**src/rtl/buffer_ctrl_pkg.sv**
```systemverilog
// Shared types and helpers for the circular-buffer access controller.
// Imported by the arbiter and the controller top.
package buffer_ctrl_pkg;

    typedef enum logic [1:0] {
        RUN   = 2'd0,
        DRAIN = 2'd1,
        CLEAR = 2'd2
    } ctrl_state_t;

    // Index width for a buffer of the given depth; never narrower than one bit.
    function automatic int sel_width(input int size);
        if (size > 1) begin
            return $clog2(size);
        end else begin
            return 1;
        end
    endfunction

endpackage

```
**src/rtl/rr_arbiter2.sv**
```systemverilog
// Two-requester round-robin arbiter.
// The grant is combinational from the requests; the history flop moves only on an accepted beat.
module rr_arbiter2
    import buffer_ctrl_pkg::*;
(
    input  logic       clk,
    input  logic       rst,
    input  logic [1:0] req,
    input  logic       accept,
    output logic [1:0] grant
);

    logic       r_last_grant;
    logic [1:0] w_grant;

    // Tie goes to the requester that was not granted last.
    always_comb begin
        w_grant = 2'b00;
        case (req)
            2'b01:   w_grant = 2'b01;
            2'b10:   w_grant = 2'b10;
            2'b11:   w_grant = r_last_grant ? 2'b01 : 2'b10;
            default: w_grant = 2'b00;
        endcase
    end

    // Resets to 1 so wr0 wins the first tie.
    always_ff @(posedge clk) begin
        if (rst) begin
            r_last_grant <= 1'b1;
        end else if (accept) begin
            r_last_grant <= w_grant[1];
        end else begin
            r_last_grant <= r_last_grant;
        end
    end

    assign grant = w_grant;

endmodule

```
**src/rtl/buffer_access_ctrl.sv**
```systemverilog
// Access controller in front of the parallel-port circular buffer: write arbitration,
// read handshake, full/empty gating and the drain-then-clear flush sequence.
module buffer_access_ctrl
    import buffer_ctrl_pkg::*;
#(
    parameter int DATA_WIDTH = 8,
    parameter int SIZE       = 16,
    parameter int PAR_WRITE  = 1,
    parameter int PAR_READ   = 1
) (
    input  logic                            clk,
    input  logic                            rst,
    input  logic                            wr0_valid,
    input  logic [DATA_WIDTH*PAR_WRITE-1:0] wr0_data,
    output logic                            wr0_ready,
    input  logic                            wr1_valid,
    input  logic [DATA_WIDTH*PAR_WRITE-1:0] wr1_data,
    output logic                            wr1_ready,
    output logic                            rd_valid,
    input  logic                            rd_ready,
    input  logic                            flush,
    output logic                            flush_done,
    output logic                            busy,
    input  logic                            full,
    input  logic                            empty,
    output logic                            write_enable,
    output logic                            read_enable,
    output logic [DATA_WIDTH*PAR_WRITE-1:0] data_in,
    output logic                            buf_clear
);

    localparam int SEL_WIDTH = sel_width(SIZE);

    if (((32'd1 << SEL_WIDTH) != 32'(SIZE)) || (PAR_READ > SIZE) || (PAR_WRITE > SIZE)) begin : g_param_check
        $error("buffer_access_ctrl: SIZE must be a power of two no smaller than PAR_READ/PAR_WRITE");
    end

    ctrl_state_t r_state;
    logic        r_buf_clear;
    logic        r_flush_done;

    logic [1:0]  w_grant;
    logic        w_wr0_ready;
    logic        w_wr1_ready;
    logic        w_rd_valid;
    logic        w_write_enable;
    logic        w_read_enable;
    logic [DATA_WIDTH*PAR_WRITE-1:0] w_data_in;

    rr_arbiter2 u_arb (
        .clk    (clk),
        .rst    (rst),
        .req    ({wr1_valid, wr0_valid}),
        .accept (w_write_enable),
        .grant  (w_grant)
    );

    // Handshake gating: writes only in RUN, reads in RUN and DRAIN, nothing in CLEAR.
    always_comb begin
        w_wr0_ready = 1'b0;
        w_wr1_ready = 1'b0;
        w_rd_valid  = 1'b0;
        case (r_state)
            RUN: begin
                w_wr0_ready = w_grant[0] & ~full;
                w_wr1_ready = w_grant[1] & ~full;
                w_rd_valid  = ~empty;
            end
            DRAIN: begin
                w_rd_valid  = ~empty;
            end
            CLEAR: begin
                w_rd_valid  = 1'b0;
            end
            default: begin
                w_rd_valid  = 1'b0;
            end
        endcase
        w_write_enable = w_wr0_ready | w_wr1_ready;
        w_read_enable  = w_rd_valid & rd_ready;
    end

    // Beat mux; falls back to wr0 when nobody is granted.
    always_comb begin
        if (w_grant[1]) begin
            w_data_in = wr1_data;
        end else begin
            w_data_in = wr0_data;
        end
    end

    // Flush sequencer; buf_clear and flush_done come straight from flops.
    always_ff @(posedge clk) begin
        if (rst) begin
            r_state      <= RUN;
            r_buf_clear  <= 1'b0;
            r_flush_done <= 1'b0;
        end else begin
            r_buf_clear  <= 1'b0;
            r_flush_done <= 1'b0;
            case (r_state)
                RUN: begin
                    if (flush) begin
                        r_state <= DRAIN;
                    end else begin
                        r_state <= RUN;
                    end
                end
                DRAIN: begin
                    if (empty) begin
                        r_state     <= CLEAR;
                        r_buf_clear <= 1'b1;
                    end else begin
                        r_state <= DRAIN;
                    end
                end
                CLEAR: begin
                    r_state      <= RUN;
                    r_flush_done <= 1'b1;
                end
                default: begin
                    r_state <= RUN;
                end
            endcase
        end
    end

    assign wr0_ready    = w_wr0_ready;
    assign wr1_ready    = w_wr1_ready;
    assign rd_valid     = w_rd_valid;
    assign write_enable = w_write_enable;
    assign read_enable  = w_read_enable;
    assign data_in      = w_data_in;
    assign buf_clear    = r_buf_clear;
    assign flush_done   = r_flush_done;
    assign busy         = (r_state != RUN);

endmodule

```
**config.mk**
```make
export PLATFORM = sky130hd
export DESIGN_NAME = buffer_access_ctrl
export DESIGN_NICKNAME = d
export VERILOG_FILES = /design/src/rtl/buffer_ctrl_pkg.sv /design/src/rtl/rr_arbiter2.sv /design/src/rtl/buffer_access_ctrl.sv
export SDC_FILE = /design/constraint.sdc
export NUM_CORES = 1
export LEC_CHECK = 0
export CORE_AREA = 2 2 39 41
export DETAILED_ROUTE_END_ITERATION = 10
export DIE_AREA = 0 0 41 43
export DONT_BUFFER_PORTS = 1
export PLACE_DENSITY = 0.39
export REMOVE_ABC_BUFFERS = 1
export SLEW_MARGIN = 10
export SYNTH_ARGS = -nofsm -noshare
export SYNTH_HDL_FRONTEND = slang
export SYNTH_SLANG_ARGS = --single-unit
export TNS_END_PERCENT = 100
```
**constraint.sdc**
```tcl
create_clock -name clk -period 1.3 [get_ports clk]
set_clock_uncertainty 0.05 [all_clocks]
set_input_delay 0.065 -clock clk [delete_from_list [all_inputs] [get_ports clk]]
set_output_delay 0.065 -clock clk [all_outputs]
set_load 0.01 [all_outputs]
```
== Word-level counts from Yosys, hierarchy flattened ==
Index checks and enable logic that the tools add are counted.
W data, S select, Z words.
Storage, ports and cells
  register bits: 5
  input bits: 24
Cells by class
  eq/ne operators: 5
  muxes and demuxes: 11
  bitwise gates (word level): 7
  reductions and logical operators: 4
Operators by type and width (count)
  $mux W8: 1
  $eq A2 B2 Y1 const B: 3
  $mux W1: 6
  $pmux W2 S3: 1
  $eq A2 B1 Y1 const B: 2
  $mux W2: 2
  $pmux W2 S2: 1
  $reduce_or A2 Y1: 2
  $and A1 B1 Y1: 3
  $not A1 Y1: 3
  $logic_not A2 Y1: 1
  $reduce_bool A2 Y1: 1
  $or A1 B1 Y1: 1

== Depth between registers and ports, before layout ==
  depth in word-level cells: 5
  mapped depth: 2

== Modules after synthesis ==
Synthesis repeated with hierarchy kept, for this count alone.
Unflattened totals
  cell total of the unflattened synthesis: 33
  area, all modules: 322.8 µm²
By module, submodules not included
  buffer_access_ctrl: times used 1, cells an instance 27, area each 269.0 µm²
  rr_arbiter2: times used 1, cells an instance 6, area each 53.8 µm²

== Worst setup path after synthesis ==
OpenSTA, ideal clock, no wires.
  path kind: reg-to-reg
  from: register r_state[0]
  to: register u_arb.r_last_grant
  setup time: 122 ps
  data arrival time: 1193 ps
  slack: -65 ps
  stages on the path, launching flop included: 3
  buffers on the path: 0
  clock period less this slack: 1365 ps
  cells stage by stage: dfxtp_1 or4b_4 a221o_1
Between the ends
  word-level cells in the longest chain between the ends: 3
  elaborated cells between the ends (all ways): 4
RTL lines
  start, declared: line buffer_access_ctrl.sv:38  | ctrl_state_t r_state;
  start signal, assigned: line buffer_access_ctrl.sv:95  | r_state <= RUN;
  start signal, assigned: line buffer_access_ctrl.sv:104  | r_state <= DRAIN;
  start signal, assigned: line buffer_access_ctrl.sv:106  | r_state <= RUN;
  $logic_not A2 Y1 *: line buffer_access_ctrl.sv:63  | case (r_state)
  $mux W1: line buffer_access_ctrl.sv:63
  $or A1 B1 Y1 *: line buffer_access_ctrl.sv:79  | w_write_enable = w_wr0_ready | w_wr1_ready;
  end signal, assigned: line rr_arbiter2.sv:32  | r_last_grant <= w_grant[1];
  end signal, assigned: line rr_arbiter2.sv:34  | r_last_grant <= r_last_grant;
  end, declared: line rr_arbiter2.sv:13  | logic r_last_grant;
Every way passes the cells marked *; elsewhere a longest branch is shown, timed or not.
A chain may end at the register's enable or synchronous reset.

== Final worst setup path ==
  from: register r_state[1]
  to: register u_arb.r_last_grant
Same word-level chain as after synthesis.

==> flow_summary_export.csv <==
group,metric,value,unit
run_status,status,"finished with violations",
run_status,violations,"setup timing",
grt,gr-total-overflow,0,
critical_path,crit_slowest_cell,"or4b_4",
timing,setup_viol,9,
critical_path,ff2ff_path_depth,2,
routing,wl_per_cell,16.21,µm
grt,met3_usage,8.377,%
min_path,min_delay_worst_endpoint,"u_arb.r_last_grant",
routing,wl,924,µm
critical_path,path_cells,"or4b_4 -> a221o_1",
timing,slew_violations,0,
min_path,holdPathStages,2,
cts,clockRootBuffer,"clkbuf_4",
placed_design,gp_congestion,0.7231,
pwr,p_sw,0.0001251,W
grt,use_met2,15.94,%
pwr,max-vdd-ir-drop,456.7,µV
die,start_util,22.60,%
die,io_pins,40,
routing,drc,0,
timing,fmax,0.7446,GHz
routing,drt_iter0_drc,10,
grt,first_global_vias,280,
layout,final_core_util,31.92,%
cts,clkTransAtPathRegs,0.04,ns
cts,cts.sinks,5,
routing,firstDrtPassIters,4,
cts,cts_buffers,3,
timing,finalWorstSetupSlack,-0.04308,ns
critical_path,worstReg2RegStart,"r_state[1]",
critical_path,startpoint,"r_state[1]",
layout,final_cell_mix,"mux2_2, dfxtp_1, clkbuf_4, dlygate4sd3_1",
pwr,pwr-share-clk,38.5,%
layout,antenna_cells,0,
critical_path,worstSetupStartpointType,"register",
pwr,comb_power_share,25.3,%
die,row_count,14,
timing,finalSetupTns,-0.2259,ns
cts,htree_num_levels,1,
synthesis,synth_cells,31,
synthesis,synth.distinct_cells,17,
timing,tightestPinTransition,0.2544,ns
run,cap_violations,0,
critical_path,cp_slowest_stage_delay,0.53,ns
pwr,swShare,27.06,%
cts,cts_tree,"done",
layout,area_delta_synth_final,41.20,%
routing,vias,288,
cts,clk_latency,0.24,ns
synthesis,yosys_warnings,0,
timing,rsz0062_at_grt,"yes",
critical_path,rrSetupSlack,-0.04,ns
placed_design,hpwl,736.9,µm
critical_path,path_max_fanout,2,
synthesis,ys_seq_area_share,32.00,%
timing,finalCriticalPeriod,1.343,ns
die,coreArea,0.001384,mm²
grt,met1_usage,15.81,%
timing,finalHoldViolations,0,
grt,antenna_found_initial,0,
synthesis,yosys_register_bits,5,
die,die-area,0.001763,mm²
synthesis,syn_area,312.8,µm²
grt,busiest_layer,"met2",
die,die_w,41,µm
routing,drt-vias-per-instance,5.053,
pwr,internal-power,0.0003371,W
pwr,powerDensity,1046,mW/mm²
pwr,p_seq_share,36.2,%
layout,nets,66,
layout,n_fill_cell,152,
layout,drive_gt1_share,48.78,%
critical_path,cp-end-kind,"register",
grt,grt_pass1_wl,1.421,mm
pwr,p_leak,0.1640,nW
critical_path,cp.arrival,1.41,ns
placed_design,io_buffers,0,
synthesis,synth.avg_cell_area,10.09,µm²
critical_path,path_class,"register to register",
critical_path,required,1.37,ns
routing,ant_nets,0,
timing,fin_crit_sh,103.3,%
die,fp.dieH,43,µm
critical_path,reg2reg_to,"u_arb.r_last_grant",
min_path,hp-start,"full",
timing,slew-limit-headroom,83.00,%
placed_design,post-place-ws,-0.05641,ns
cts,clk_path_buf_depth,2,
grt,grt_start_max_net_pins,10,
layout,final_common_cell,"mux2_2",
grt,grtUsageTotal,11.96,%
min_path,min_path_type,"primary input to register",
==> sequential cells by signal, summed over array words and instances (netlist names) <==
register and count:
buf_clear 1, u_arb.r_last_grant 1, r_state 2, flush_done 1
==> cell usage after synthesis (all sizes together) <==
master	count	area [µm²]
or2b	1	7.510
and2	2	12.51
or4b	1	13.76
a21boi	1	11.26
nor3	3	15.01
nand2b	1	6.260
o21a	1	7.510
nor3b	1	7.510
or2	1	6.260
mux2	8	90.09
nor2b	1	6.260
dfxtp	5	100.1
nand2	1	3.750
a211oi	1	7.510
a221o	1	10.01
nor2	2	7.510
==> power groups by stage <==
stage / Sequential (W) / Combinational [W] / Clock (W)
after floorplan: 0.000171 / 0.0000758 / 0
after global placement: 0.000169 / 0.0000960 / 0
after detailed placement: 0.000169 / 0.0000963 / 0
after CTS: 0.000167 / 0.000115 / 0.000187
after global routing: 0.000168 / 0.000125 / 0.000200
final: 0.000167 / 0.000117 / 0.000178
==> stage by stage <==
step / instance area (µm²) / hold slack [ns] / total power [W] / std cells
after floorplan: 312.8 / 0.08776 / 0.0002466 / 31
after global placement: 355.3 / 0.09746 / 0.0002649 / 50
after detailed placement: 355.3 / 0.09347 / 0.0002654 / 50
after CTS: 432.9 / 0.04163 / 0.0004691 / 57
after global routing: 441.7 / 0.07232 / 0.0004934 / 57
final: 441.7 / 0.07136 / 0.0004622 / 57
==> how the worst max path moves through the flow <==
stage	slack [ns]	endpoint	cells past startpoint
floorplan	-0.07	u_arb.r_last_grant	2
finish	-0.04	u_arb.r_last_grant	2
CTS	-0.04	data_in[7]	3
detailed placement	-0.06	u_arb.r_last_grant	2
global route	-0.07	data_in[7]	3
global placement	-0.03	u_arb.r_last_grant	2
==> timing repair <==
item                                    CTS  global route
pin swaps                                 3             0
buffers inserted                          0             0
gates resized for setup                   7             2
hold buffers                              3             0
endpoints found under the hold margin     5             0
endpoints found under the setup margin   12            13
==> layout make-up <==
cell class	instances	area, µm²	area share [%]
multi-input combinational	26	237.7	53.82
clock buffer	4	26.28	5.949
sequential	5	101.3	22.95
tap	16	20.02	4.533
timing repair buffer	6	56.30	12.75
==> metal layers <==
layer / up-vias / routed length, µm
li1: 134 / -
met1: 141 / 360
met2: 13 / 470
met3: 0 / 94
met4: 0 / 0
met5: - / 0
==> critical path: cells and delay by family, from the launching register on <==
kind | cells | cell delay [ns]
AND/OR/NAND/NOR | 1 | 0.53
flip-flops | 1 | 0.30
AO/OA/AOI/OAI | 1 | 0.34
==> kinds of logic after synthesis <==
logic type / after synthesis / share of synthesized area, %
and+or+nand+nor: 14 / 27.60
muxes: 8 / 28.80
AOI/OAI and AO/OA: 4 / 11.60
DFF: 5 / 32.00
No activity file was read; power rests on OpenSTA's default activity.
